--- config.mk ---
export PLATFORM = sky130hd
export DESIGN_NAME = hazard_ctrl_flat
export DESIGN_NICKNAME = d
export VERILOG_FILES = /design/src/rtl/hazard_pkg.sv /design/src/rtl/hazard_if.sv /design/src/rtl/hazard_load_use_detect.sv /design/src/rtl/hazard_ctrl.sv /design/src/flat_wrapper.sv
export SDC_FILE = /design/constraint.sdc
export NUM_CORES = 1
export LEC_CHECK = 0
export ABC_AREA = 1
export ABC_CLOCK_PERIOD_IN_PS = 2960
export BUFFER_PORTS_ARGS = -buffer_cell sky130_fd_sc_hd__buf_2
export CORE_MARGIN = 5
export CORE_UTILIZATION = 47
export CTS_CLUSTER_DIAMETER = 200
export DETAILED_ROUTE_END_ITERATION = 6
export GPL_ROUTABILITY_DRIVEN = 1
export PLACE_DENSITY_LB_ADDON = 0.25
export SLEW_MARGIN = 40
export SYNTH_ARGS = -nofsm -noshare
export SYNTH_HDL_FRONTEND = slang
export SYNTH_HIERARCHICAL = 1
export SYNTH_SLANG_ARGS = --single-unit
--- constraint.sdc ---
create_clock -name i_clk -period 2.96 [get_ports i_clk]
set_clock_uncertainty 0.05 [all_clocks]
set_input_delay 0.592 -clock i_clk [delete_from_list [all_inputs] [get_ports i_clk]]
set_output_delay 0.592 -clock i_clk [all_outputs]
set_load 0.01 [all_outputs]
--- src/rtl/hazard_pkg.sv ---
// hazard_pkg: shared widths and state encoding for the pipeline hazard logic
package hazard_pkg;
    localparam int REG_ADDR_W = 5;
    localparam int TIMER_W    = 10;
    typedef enum logic [1:0] {RUN, LD_STALL, MEM_WAIT} hz_state_e;
endpackage

--- src/rtl/hazard_if.sv ---
// hazard_if: pipeline-to-hazard-controller signal bundle
interface hazard_if;
    import hazard_pkg::*;
    logic [REG_ADDR_W-1:0] i_rs1_addr_ID;
    logic [REG_ADDR_W-1:0] i_rs2_addr_ID;
    logic                  i_rs1_used_ID;
    logic                  i_rs2_used_ID;
    logic [REG_ADDR_W-1:0] i_rd_addr_EX;
    logic                  i_load_EX;
    logic                  i_redirect_EX;
    logic                  i_lsu_req_MEM;
    logic                  i_lsu_ack_MEM;
    logic                  o_stall_IF;
    logic                  o_stall_ID;
    logic                  o_stall_EX;
    logic                  o_stall_MEM;
    logic                  o_stall_WB;
    logic                  o_flush_ID;
    logic                  o_flush_EX;
    logic                  o_flush_MEM;
    logic                  o_flush_WB;
    logic                  o_mem_timeout;
    logic [31:0]           o_stall_cycles;
    modport master (
        output i_rs1_addr_ID, i_rs2_addr_ID, i_rs1_used_ID, i_rs2_used_ID, i_rd_addr_EX,
               i_load_EX, i_redirect_EX, i_lsu_req_MEM, i_lsu_ack_MEM,
        input  o_stall_IF, o_stall_ID, o_stall_EX, o_stall_MEM, o_stall_WB,
               o_flush_ID, o_flush_EX, o_flush_MEM, o_flush_WB, o_mem_timeout, o_stall_cycles
    );
    modport slave (
        input  i_rs1_addr_ID, i_rs2_addr_ID, i_rs1_used_ID, i_rs2_used_ID, i_rd_addr_EX,
               i_load_EX, i_redirect_EX, i_lsu_req_MEM, i_lsu_ack_MEM,
        output o_stall_IF, o_stall_ID, o_stall_EX, o_stall_MEM, o_stall_WB,
               o_flush_ID, o_flush_EX, o_flush_MEM, o_flush_WB, o_mem_timeout, o_stall_cycles
    );
endinterface

--- src/rtl/hazard_load_use_detect.sv ---
// load_use_detect: combinational load-use comparator, shared with the forwarding unit
module load_use_detect
    import hazard_pkg::*;
(
    input  logic [REG_ADDR_W-1:0] i_rs1_addr,
    input  logic [REG_ADDR_W-1:0] i_rs2_addr,
    input  logic                  i_rs1_used,
    input  logic                  i_rs2_used,
    input  logic [REG_ADDR_W-1:0] i_rd_addr,
    input  logic                  i_load,
    output logic                  o_hit
);
    assign o_hit = i_load & (|i_rd_addr) &
                   ((i_rs1_used & (i_rs1_addr == i_rd_addr)) |
                    (i_rs2_used & (i_rs2_addr == i_rd_addr)));
endmodule

--- src/rtl/hazard_ctrl.sv ---
// hazard_ctrl: stall/flush sequencing for load-use, EX redirect and LSU waits
module hazard_ctrl
    import hazard_pkg::*;
#(
    parameter int LD_BUBBLES  = 1,
    parameter int MEM_TIMEOUT = 255
) (
    input  logic     i_clk,
    input  logic     i_rst,
    hazard_if.slave  hz
);
    localparam logic [1:0]         S_RUN   = RUN;
    localparam logic [1:0]         S_LD    = LD_STALL;
    localparam logic [1:0]         S_MW    = MEM_WAIT;
    localparam logic [1:0]         LD_INIT = 2'(LD_BUBBLES - 2);
    localparam logic [TIMER_W-1:0] TMO     = TIMER_W'(MEM_TIMEOUT);

    logic [1:0]         r_state;
    logic [1:0]         r_ret_state;
    logic [1:0]         r_ld_cnt;
    logic [TIMER_W-1:0] r_mem_timer;
    logic [31:0]        r_stall_cycles;

    logic w_hit, w_busy, w_in_mw, w_timeout, w_mem_stall, w_ld_req, w_ld_act, w_redir, w_stall_if;

    load_use_detect u_lud (
        .i_rs1_addr (hz.i_rs1_addr_ID),
        .i_rs2_addr (hz.i_rs2_addr_ID),
        .i_rs1_used (hz.i_rs1_used_ID),
        .i_rs2_used (hz.i_rs2_used_ID),
        .i_rd_addr  (hz.i_rd_addr_EX),
        .i_load     (hz.i_load_EX),
        .o_hit      (w_hit)
    );

    assign w_busy      = hz.i_lsu_req_MEM & ~hz.i_lsu_ack_MEM;
    assign w_in_mw     = r_state == S_MW;
    assign w_timeout   = w_in_mw & ~hz.i_lsu_ack_MEM & (r_mem_timer == TMO);
    // Inside MEM_WAIT the request may already be dropped; only ack or timeout releases.
    assign w_mem_stall = w_in_mw ? (~hz.i_lsu_ack_MEM & ~w_timeout) : w_busy;
    assign w_ld_req    = (r_state == S_RUN & w_hit) | (r_state == S_LD);
    assign w_redir     = ~w_mem_stall & hz.i_redirect_EX;
    assign w_ld_act    = ~w_mem_stall & ~hz.i_redirect_EX & w_ld_req;
    assign w_stall_if  = ~i_rst & (w_mem_stall | w_ld_act);

    assign hz.o_stall_IF     = w_stall_if;
    assign hz.o_stall_ID     = w_stall_if;
    assign hz.o_stall_EX     = ~i_rst & w_mem_stall;
    assign hz.o_stall_MEM    = ~i_rst & w_mem_stall;
    assign hz.o_stall_WB     = 1'b0;
    assign hz.o_flush_ID     = i_rst | w_redir;
    assign hz.o_flush_EX     = i_rst | w_redir | w_ld_act;
    assign hz.o_flush_MEM    = i_rst;
    assign hz.o_flush_WB     = i_rst | w_mem_stall;
    assign hz.o_mem_timeout  = ~i_rst & w_timeout;
    assign hz.o_stall_cycles = r_stall_cycles;

    always_ff @(posedge i_clk) begin
        if (i_rst) begin
            r_state        <= S_RUN;
            r_ret_state    <= S_RUN;
            r_ld_cnt       <= '0;
            r_mem_timer    <= '0;
            r_stall_cycles <= '0;
        end else begin
            r_stall_cycles <= r_stall_cycles + 32'(w_stall_if);
            if (w_in_mw) begin
                if (hz.i_lsu_ack_MEM | w_timeout) r_state <= r_ret_state;
                else r_mem_timer <= r_mem_timer + TIMER_W'(1);
            end else if (w_busy) begin
                r_state     <= S_MW;
                r_ret_state <= r_state;
                r_mem_timer <= TIMER_W'(1);
            end else if (hz.i_redirect_EX) begin
                r_state <= S_RUN;
            end else if (r_state == S_LD) begin
                if (r_ld_cnt == 2'd0) r_state <= S_RUN;
                else r_ld_cnt <= r_ld_cnt - 2'd1;
            end else if (w_hit && LD_BUBBLES > 1) begin
                r_state  <= S_LD;
                r_ld_cnt <= LD_INIT;
            end
        end
    end
endmodule

--- src/flat_wrapper.sv ---
// flat-port wrapper written by rule: the top's interface ports become plain ports
module hazard_ctrl_flat import hazard_pkg::*;
#(
    parameter int LD_BUBBLES  = 1,
    parameter int MEM_TIMEOUT = 255
)
  (i_clk, i_rst, hz_i_rs1_addr_ID, hz_i_rs2_addr_ID, hz_i_rs1_used_ID, hz_i_rs2_used_ID, hz_i_rd_addr_EX, hz_i_load_EX, hz_i_redirect_EX, hz_i_lsu_req_MEM, hz_i_lsu_ack_MEM, hz_o_stall_IF, hz_o_stall_ID, hz_o_stall_EX, hz_o_stall_MEM, hz_o_stall_WB, hz_o_flush_ID, hz_o_flush_EX, hz_o_flush_MEM, hz_o_flush_WB, hz_o_mem_timeout, hz_o_stall_cycles);
  hazard_if hz_i ();
  input  logic i_clk;
  input  logic i_rst;
  input wire logic [$bits(hz_i.i_rs1_addr_ID)-1:0] hz_i_rs1_addr_ID;
  input wire logic [$bits(hz_i.i_rs2_addr_ID)-1:0] hz_i_rs2_addr_ID;
  input wire logic [$bits(hz_i.i_rs1_used_ID)-1:0] hz_i_rs1_used_ID;
  input wire logic [$bits(hz_i.i_rs2_used_ID)-1:0] hz_i_rs2_used_ID;
  input wire logic [$bits(hz_i.i_rd_addr_EX)-1:0] hz_i_rd_addr_EX;
  input wire logic [$bits(hz_i.i_load_EX)-1:0] hz_i_load_EX;
  input wire logic [$bits(hz_i.i_redirect_EX)-1:0] hz_i_redirect_EX;
  input wire logic [$bits(hz_i.i_lsu_req_MEM)-1:0] hz_i_lsu_req_MEM;
  input wire logic [$bits(hz_i.i_lsu_ack_MEM)-1:0] hz_i_lsu_ack_MEM;
  output wire logic [$bits(hz_i.o_stall_IF)-1:0] hz_o_stall_IF;
  output wire logic [$bits(hz_i.o_stall_ID)-1:0] hz_o_stall_ID;
  output wire logic [$bits(hz_i.o_stall_EX)-1:0] hz_o_stall_EX;
  output wire logic [$bits(hz_i.o_stall_MEM)-1:0] hz_o_stall_MEM;
  output wire logic [$bits(hz_i.o_stall_WB)-1:0] hz_o_stall_WB;
  output wire logic [$bits(hz_i.o_flush_ID)-1:0] hz_o_flush_ID;
  output wire logic [$bits(hz_i.o_flush_EX)-1:0] hz_o_flush_EX;
  output wire logic [$bits(hz_i.o_flush_MEM)-1:0] hz_o_flush_MEM;
  output wire logic [$bits(hz_i.o_flush_WB)-1:0] hz_o_flush_WB;
  output wire logic [$bits(hz_i.o_mem_timeout)-1:0] hz_o_mem_timeout;
  output wire logic [$bits(hz_i.o_stall_cycles)-1:0] hz_o_stall_cycles;
  assign hz_i.i_rs1_addr_ID = hz_i_rs1_addr_ID;
  assign hz_i.i_rs2_addr_ID = hz_i_rs2_addr_ID;
  assign hz_i.i_rs1_used_ID = hz_i_rs1_used_ID;
  assign hz_i.i_rs2_used_ID = hz_i_rs2_used_ID;
  assign hz_i.i_rd_addr_EX = hz_i_rd_addr_EX;
  assign hz_i.i_load_EX = hz_i_load_EX;
  assign hz_i.i_redirect_EX = hz_i_redirect_EX;
  assign hz_i.i_lsu_req_MEM = hz_i_lsu_req_MEM;
  assign hz_i.i_lsu_ack_MEM = hz_i_lsu_ack_MEM;
  assign hz_o_stall_IF = hz_i.o_stall_IF;
  assign hz_o_stall_ID = hz_i.o_stall_ID;
  assign hz_o_stall_EX = hz_i.o_stall_EX;
  assign hz_o_stall_MEM = hz_i.o_stall_MEM;
  assign hz_o_stall_WB = hz_i.o_stall_WB;
  assign hz_o_flush_ID = hz_i.o_flush_ID;
  assign hz_o_flush_EX = hz_i.o_flush_EX;
  assign hz_o_flush_MEM = hz_i.o_flush_MEM;
  assign hz_o_flush_WB = hz_i.o_flush_WB;
  assign hz_o_mem_timeout = hz_i.o_mem_timeout;
  assign hz_o_stall_cycles = hz_i.o_stall_cycles;
  hazard_ctrl #(.LD_BUBBLES(LD_BUBBLES), .MEM_TIMEOUT(MEM_TIMEOUT)) u_core (.i_clk(i_clk), .i_rst(i_rst), .hz(hz_i));
endmodule
==> impl_metrics.yaml, run 1 <==
run_status:
  status: "finished clean"
final_layout:
  area_delta_synth_final_pct: 20.3
  layout_commonest_cell: "nand2_1"
  diodes: 0
  final_cell_count_no_fill: 595
  drive_gt1_share_pct: 20.6
  final_core_util_pct: 58.1
  final_cell_mix: "nand2_1, nor2_1, buf_2"
  fin_nets: 551
  design_area_sq_um: 3420
yosys:
  synth.yosys.warnings: 6
  synthCells: 447
  ys_seq_area_share_pct: 33.8
  synth_top_family_by_area: "simple AND/OR/NAND/NOR gates"
  syn_area_per_cell_sq_um: 6.35
  synth_cell_type_count: 28
  synth.cell_area_sq_um: 2840
  synth_compound_area_share_pct: 10.8
  synth_top_area_share_pct: 33.8
  synthTopCellsByArea: "dfxtp_1, nand2_1, nor2_1"
  synthMuxAreaShare_pct: 0
  yosysTopAreaCell: "dfxtp_1"
  synth-xor-area-share_pct: 1.85
  synthesis.nets: 478
  synthAdderAreaFrac_pct: 3.52
  yosys.area_share.simple_pct: 41.3
  synth.ff_latch_count: 48
pwr:
  power_density_nw_per_um2: 387
  leakage_nw: 1.42
  finalPower_w: 0.00132
  vdd_drop_max_uv: 272
floorplanning:
  core_area_sq_um: 5890
  die_w_um: 87.7
  row_count: 28
  fp.dieArea_sq_um: 7700
  ioPinCount: 65
  die_h_um: 87.7
  start_util_pct: 48.3
grt:
  antenna_found_initial: 0
  grt_first_pass_wirelength_mm: 12.3
  grt_max_degree: 30
  overflow: 0
  track_usage_pct: 19.7
  grt_pass1_vias: 2782
critical_path:
  r2r_slack_ns: 0.25
  worstPathArrival_ns: 2.87
  critPathRequiredTime_ns: 3.11
  rr_endpoint: "u_core/hz.o_stall_cycles[22]"
  reg2reg_depth: 16
  path_class: "register to register"
  rr_startpoint: "u_core/r_state[0]"
  cp-end-kind: "register"
  cp_max_fo: 9
  worst_setup_path_start_kind: "register"
worst_hold_path:
  hp-class: "register to register"
  holdPathStages: 2
  hp-start: "u_core/r_ret_state[0]"
  hold_end: "u_core/r_ret_state[0]"
route:
  drtIter0Drc: 142
  drcViolationCount: 0
  via_count: 3015
  antenna_left: 0
  first_pass_iters: 5
  post_drt_via_cell_ratio: 5.07
  wirelength_mm: 7.25
  wl_per_cell_um: 12.2
clock_tree:
  cts_tree: "built"
  cts_buffer_depth: 2
  cts-buffers-inserted: 5
  htreeDepth: 2
  cts.sinks: 48
  cts_root_buf: "clkbuf_8"
  clock_latency_ns: 0.30
  clk_pin_slew_ns: 0.09
  hold_buffers: 0
placement:
  hpwlAfterDp_mm: 5.55
  numPortBuffers: 63
  postPlaceCellArea_sq_um: 3250
  placedCellCount: 584
  gp_congestion: 0.891
timing:
  setup-violations-final: 0
  fmax_mhz: 368
  fin_hold_ws_ns: 0.407
  finalHoldViolations: 0
  finalCriticalPeriod_ns: 2.71
  slew_viol_final: 0
  finalCritPeriodShare_pct: 91.7
run:
  maxCapViolations: 0
## through the flow
stage,worst slack [ns],setup TNS [ns]
global route,-0.00260,-0.00260
detailed placement,0.0470,0
floorplan,0.0415,0
CTS,0.121,0
global placement,0.0893,0
finish,0.246,0
## report_power, final
group,switching (W),internal (W),total [W]
logic,0.0000732,0.0000454,0.000119
registers,0.00000411,0.000651,0.000655
clock network,0.000217,0.000333,0.000549
total,0.000294,0.00103,0.00132
## metal layers
| layer | global-route usage, % | part of all wire (%) |
|---|---|---|
| met1 | 24.2 | 43 |
| met2 | 33.5 | 50 |
| met3 | 4.80 | 5.6 |
| met4 | 6.83 | 2.2 |
| met5 | 0 | 0 |
## Yosys cell counts (all sizes together)
| master | instances |
|---|---|
| nand4 | 5 |
| inv | 50 |
| buf | 5 |
| nor2 | 85 |
| o31ai | 1 |
| dfxtp | 48 |
| clkbuf | 4 |
| nand3 | 19 |
| xnor2 | 1 |
| a31oi | 1 |
| nor4 | 1 |
| a21oi | 40 |
| nor3 | 4 |
| conb | 1 |
| xor2 | 5 |
| o21ai | 17 |
| nand3b | 11 |
| o21a | 1 |
| nand2 | 140 |
| ha | 8 |
## how the worst max path moves through the flow
stage,startpoint,end,depth (start not counted)
floorplan,hz_i_rd_addr_EX[2],u_core/hz.o_stall_cycles[22],16
global placement,hz_i_rd_addr_EX[2],u_core/hz.o_stall_cycles[22],17
detailed placement,hz_i_rd_addr_EX[4],u_core/hz.o_stall_cycles[22],18
CTS,u_core/r_state[0],u_core/hz.o_stall_cycles[22],17
global route,u_core/r_state[0],u_core/hz.o_stall_cycles[22],17
finish,u_core/r_state[0],u_core/hz.o_stall_cycles[22],16
## what timing repair did
item                                    CTS  global route
buffers inserted                          0             4
endpoints found under the setup margin    0            20
endpoints found under the hold margin     0             0
gates resized for setup                   0             3
## area by class of cell
type                       instances  area [sq um]
clock inverter                     2          60.1
multi-input combinational        340          1640
timing repair buffer              75           405
sequential                        48           961
inverter                          50           188
fill                             585          2470
tap                               75          93.8
clock buffer                       5          68.8
## flip-flops by register name, indices dropped and copies added, names as in the netlist
name / cells
u_core/r_ret_state: 2
u_core/r_mem_timer: 10
u_core/r_ld_cnt: 2
u_core/hz.o_stall_cycles: 32
u_core/r_state: 2
## logic make-up (layout without fill, tap and decap cells)
| family | after synthesis | count (layout) |
|---|---|---|
| other cells | 1 | 1 |
| xor+xnor | 6 | 6 |
| simple gates | 265 | 265 |
| flops | 48 | 48 |
| compound gates | 60 | 60 |
| fa+ha+maj | 8 | 8 |
| buf+inv | 59 | 132 |
## critical path, cell delays in order, from the launching register on
cell     delay, ns
dfxtp_1       0.40
inv_1         0.09
ha_1          0.28
inv_2         0.14
nand3_4       0.15
nand2_4       0.10
nand2_1       0.09
o31ai_1       0.11
ha_2          0.26
ha_1          0.17
nand2_1       0.11
nor2_4        0.15
nand2_1       0.14
nor2_2        0.17
nand4_1       0.10
nand2_1       0.08
nor2_1        0.04
Note: power is estimated with default switching activity, not from simulation.
==> run 2: changes to the inputs <==
Settings changed: BUFFER_PORTS_ARGS -buffer_cell sky130_fd_sc_hd__buf_2 to default, DONT_BUFFER_PORTS from default to 1, TNS_END_PERCENT from default to 10.
==> run 2 against run 1 <==
  * Core utilization shrank 6.1 points
  * Largest cell class unchanged
  * Maximum frequency shrank 0.18%
  * Largest power group unchanged
  * Sequential share of layout area grew 3.3 points
  * Cell count shrank 12%
  * Critical path depth grew 1
  * Critical path type unchanged
  * Global-route usage shrank 1.0 points
  * Highest routed layer unchanged
  * Worst setup slack lost 0.0048 ns
==> impl_metrics.yaml, run 2 (synthesis gave the netlist of run 1 again) <==
run_status:
  status: "finished clean"
final_layout:
  final_cell_mix: "nand2_1, nor2_1, dfxtp_1"
  largest_register_ffs: 32
  drive_gt1_share_pct: 8.46
  area_delta_synth_final_pct: 7.71
  regArea_sq_um: 962
  fin_nets: 480
  multi_input_area_sq_um: 1660
  diodes: 0
  design_area_sq_um: 3060
  layout_commonest_cell: "nand2_1"
  fillCellCount: 587
critical_path:
  cp_max_fo: 14
  critPathRequiredTime_ns: 3.14
  cp-end-kind: "register"
  cp_cell_sequence: "ha_1 -> nand2_1 -> nor2_4 -> nand3_2 -> nand2_4 -> nand2_8 -> nand2_1 -> o31ai_1 -> ha_2 -> ha_1 -> nand2_1 -> nor2_4 -> nand2_1 -> inv_1 -> nand2_1 -> nand2_1 -> a21oi_1"
  crit_family: "simple AND/OR/NAND/NOR gates"
  worstPathArrival_ns: 2.90
  worst-path-buf-inv: 1
  reg2reg_depth: 17
  rr_endpoint: "u_core/hz.o_stall_cycles[24]"
  slowest_delay_ns: 0.40
  r2r_slack_ns: 0.24
  critPathSlowestCell: "dfxtp_1"
  worst_setup_path_start_kind: "register"
  critPathMostFrequentCell: "nand2_1"
  rr_startpoint: "u_core/r_mem_timer[0]"
  path_class: "register to register"
floorplanning:
  die_w_um: 87.7
  row_count: 28
  die_h_um: 87.7
  ioPinCount: 65
  fp.dieArea_sq_um: 7700
  start_util_pct: 48.3
  core_area_sq_um: 5890
route:
  drcViolationCount: 0
  drtIter0Drc: 87
  wirelength_mm: 6.79
  via_count: 2706
  wl_per_cell_um: 13.0
  antenna_left: 0
  first_pass_iters: 4
  post_drt_via_cell_ratio: 5.16
grt:
  track_usage_pct: 18.7
  antenna_found_initial: 0
  overflow: 0
  grt_first_pass_wirelength_mm: 11.7
  grt_pass1_vias: 2632
  grt_max_degree: 33
clock_tree:
  clk_pin_slew_ns: 0.09
  postCtsSetupRepairBufs: 0
  cts-buffers-inserted: 5
  cts.sinks: 48
  clock_latency_ns: 0.30
  cts_tree: "built"
  htreeDepth: 2
  cts_root_buf: "clkbuf_8"
  cts_buffer_depth: 2
worst_hold_path:
  hp-start: "i_rst"
  hp-class: "input port to register"
  holdPathStages: 1
  hold_end: "u_core/hz.o_stall_cycles[0]"
placement:
  numPortBuffers: 0
  postPlaceCellArea_sq_um: 2910
  gp_congestion: 0.877
  hpwlAfterDp_mm: 5.27
timing:
  fin_hold_ws_ns: 0.298
  slew_viol_final: 0
  finalCriticalPeriod_ns: 2.72
  finalCritPeriodShare_pct: 91.9
  rsz0062_at_grt: "no"
  setup-violations-final: 0
  finalHoldViolations: 0
  fmax_mhz: 368
  tns_ns: 0
  max_slew_margin_pct: 62.8
  max_slew.worst_pin.slew_ns: 0.552
run:
  maxCapViolations: 0
pwr:
  power_density_nw_per_um2: 421
  vdd_drop_max_uv: 280
  leakage_nw: 1.07
## run 2: layout make-up
class / instances / area share, %
Clock buffer: 5 / 2.25
Clock inverter: 2 / 1.96
Inverter: 50 / 6.13
Multi-Input combinational cell: 340 / 54.2
Sequential cell: 48 / 31.5
Tap cell: 75 / 3.07
Timing Repair Buffer: 4 / 0.982
## run 2: report_power, final
part | total (W) | switching [W] | internal, W
combinational | 0.0000798 | 0.0000528 | 0.0000270
sequential | 0.000656 | 0.00000516 | 0.000651
clock | 0.000552 | 0.000219 | 0.000333
## run 2: what timing repair did
action	4_1_cts	5_1_grt
resized for setup	0	7
setup endpoints to repair	0	21
hold buffers	0	0
## run 2: per-stage QoR
step                      utilization, %  worst slack, ns  total power [W]  std cells
after floorplan                        -           0.0415         0.000744        447
after global placement              49.4            0.134         0.000747        517
after CTS                           51.6           0.0575          0.00130        524
after detailed placement            49.4           0.0473         0.000748        517
after global routing                52.0          0.00689          0.00134        524
final                               52.0            0.241          0.00129        524
## run 2: worst max-delay path by stage
stage,start,endpoint,slack [ns],cells after the start
finish,u_core/r_mem_timer[0],u_core/hz.o_stall_cycles[24],0.24,17
global route,u_core/r_mem_timer[0],u_core/hz.o_stall_cycles[24],0.007,17
CTS,u_core/r_state[0],u_core/hz.o_stall_cycles[28],0.06,17
detailed placement,hz_i_rd_addr_EX[2],u_core/hz.o_stall_cycles[22],0.05,17
global placement,hz_i_rd_addr_EX[2],u_core/hz.o_stall_cycles[22],0.13,17
floorplan,hz_i_rd_addr_EX[2],u_core/hz.o_stall_cycles[22],0.04,16
## run 2: per-layer routing
layer / global-route usage, % / vias to the layer above / share of wire [%]
met5: 0 / - / 0
met4: 6.83 / 0 / 1.8
met3: 5.83 / 11 / 7.2
met2: 32.9 / 64 / 48
met1: 21.1 / 1218 / 43
li1: - / 1413 / -
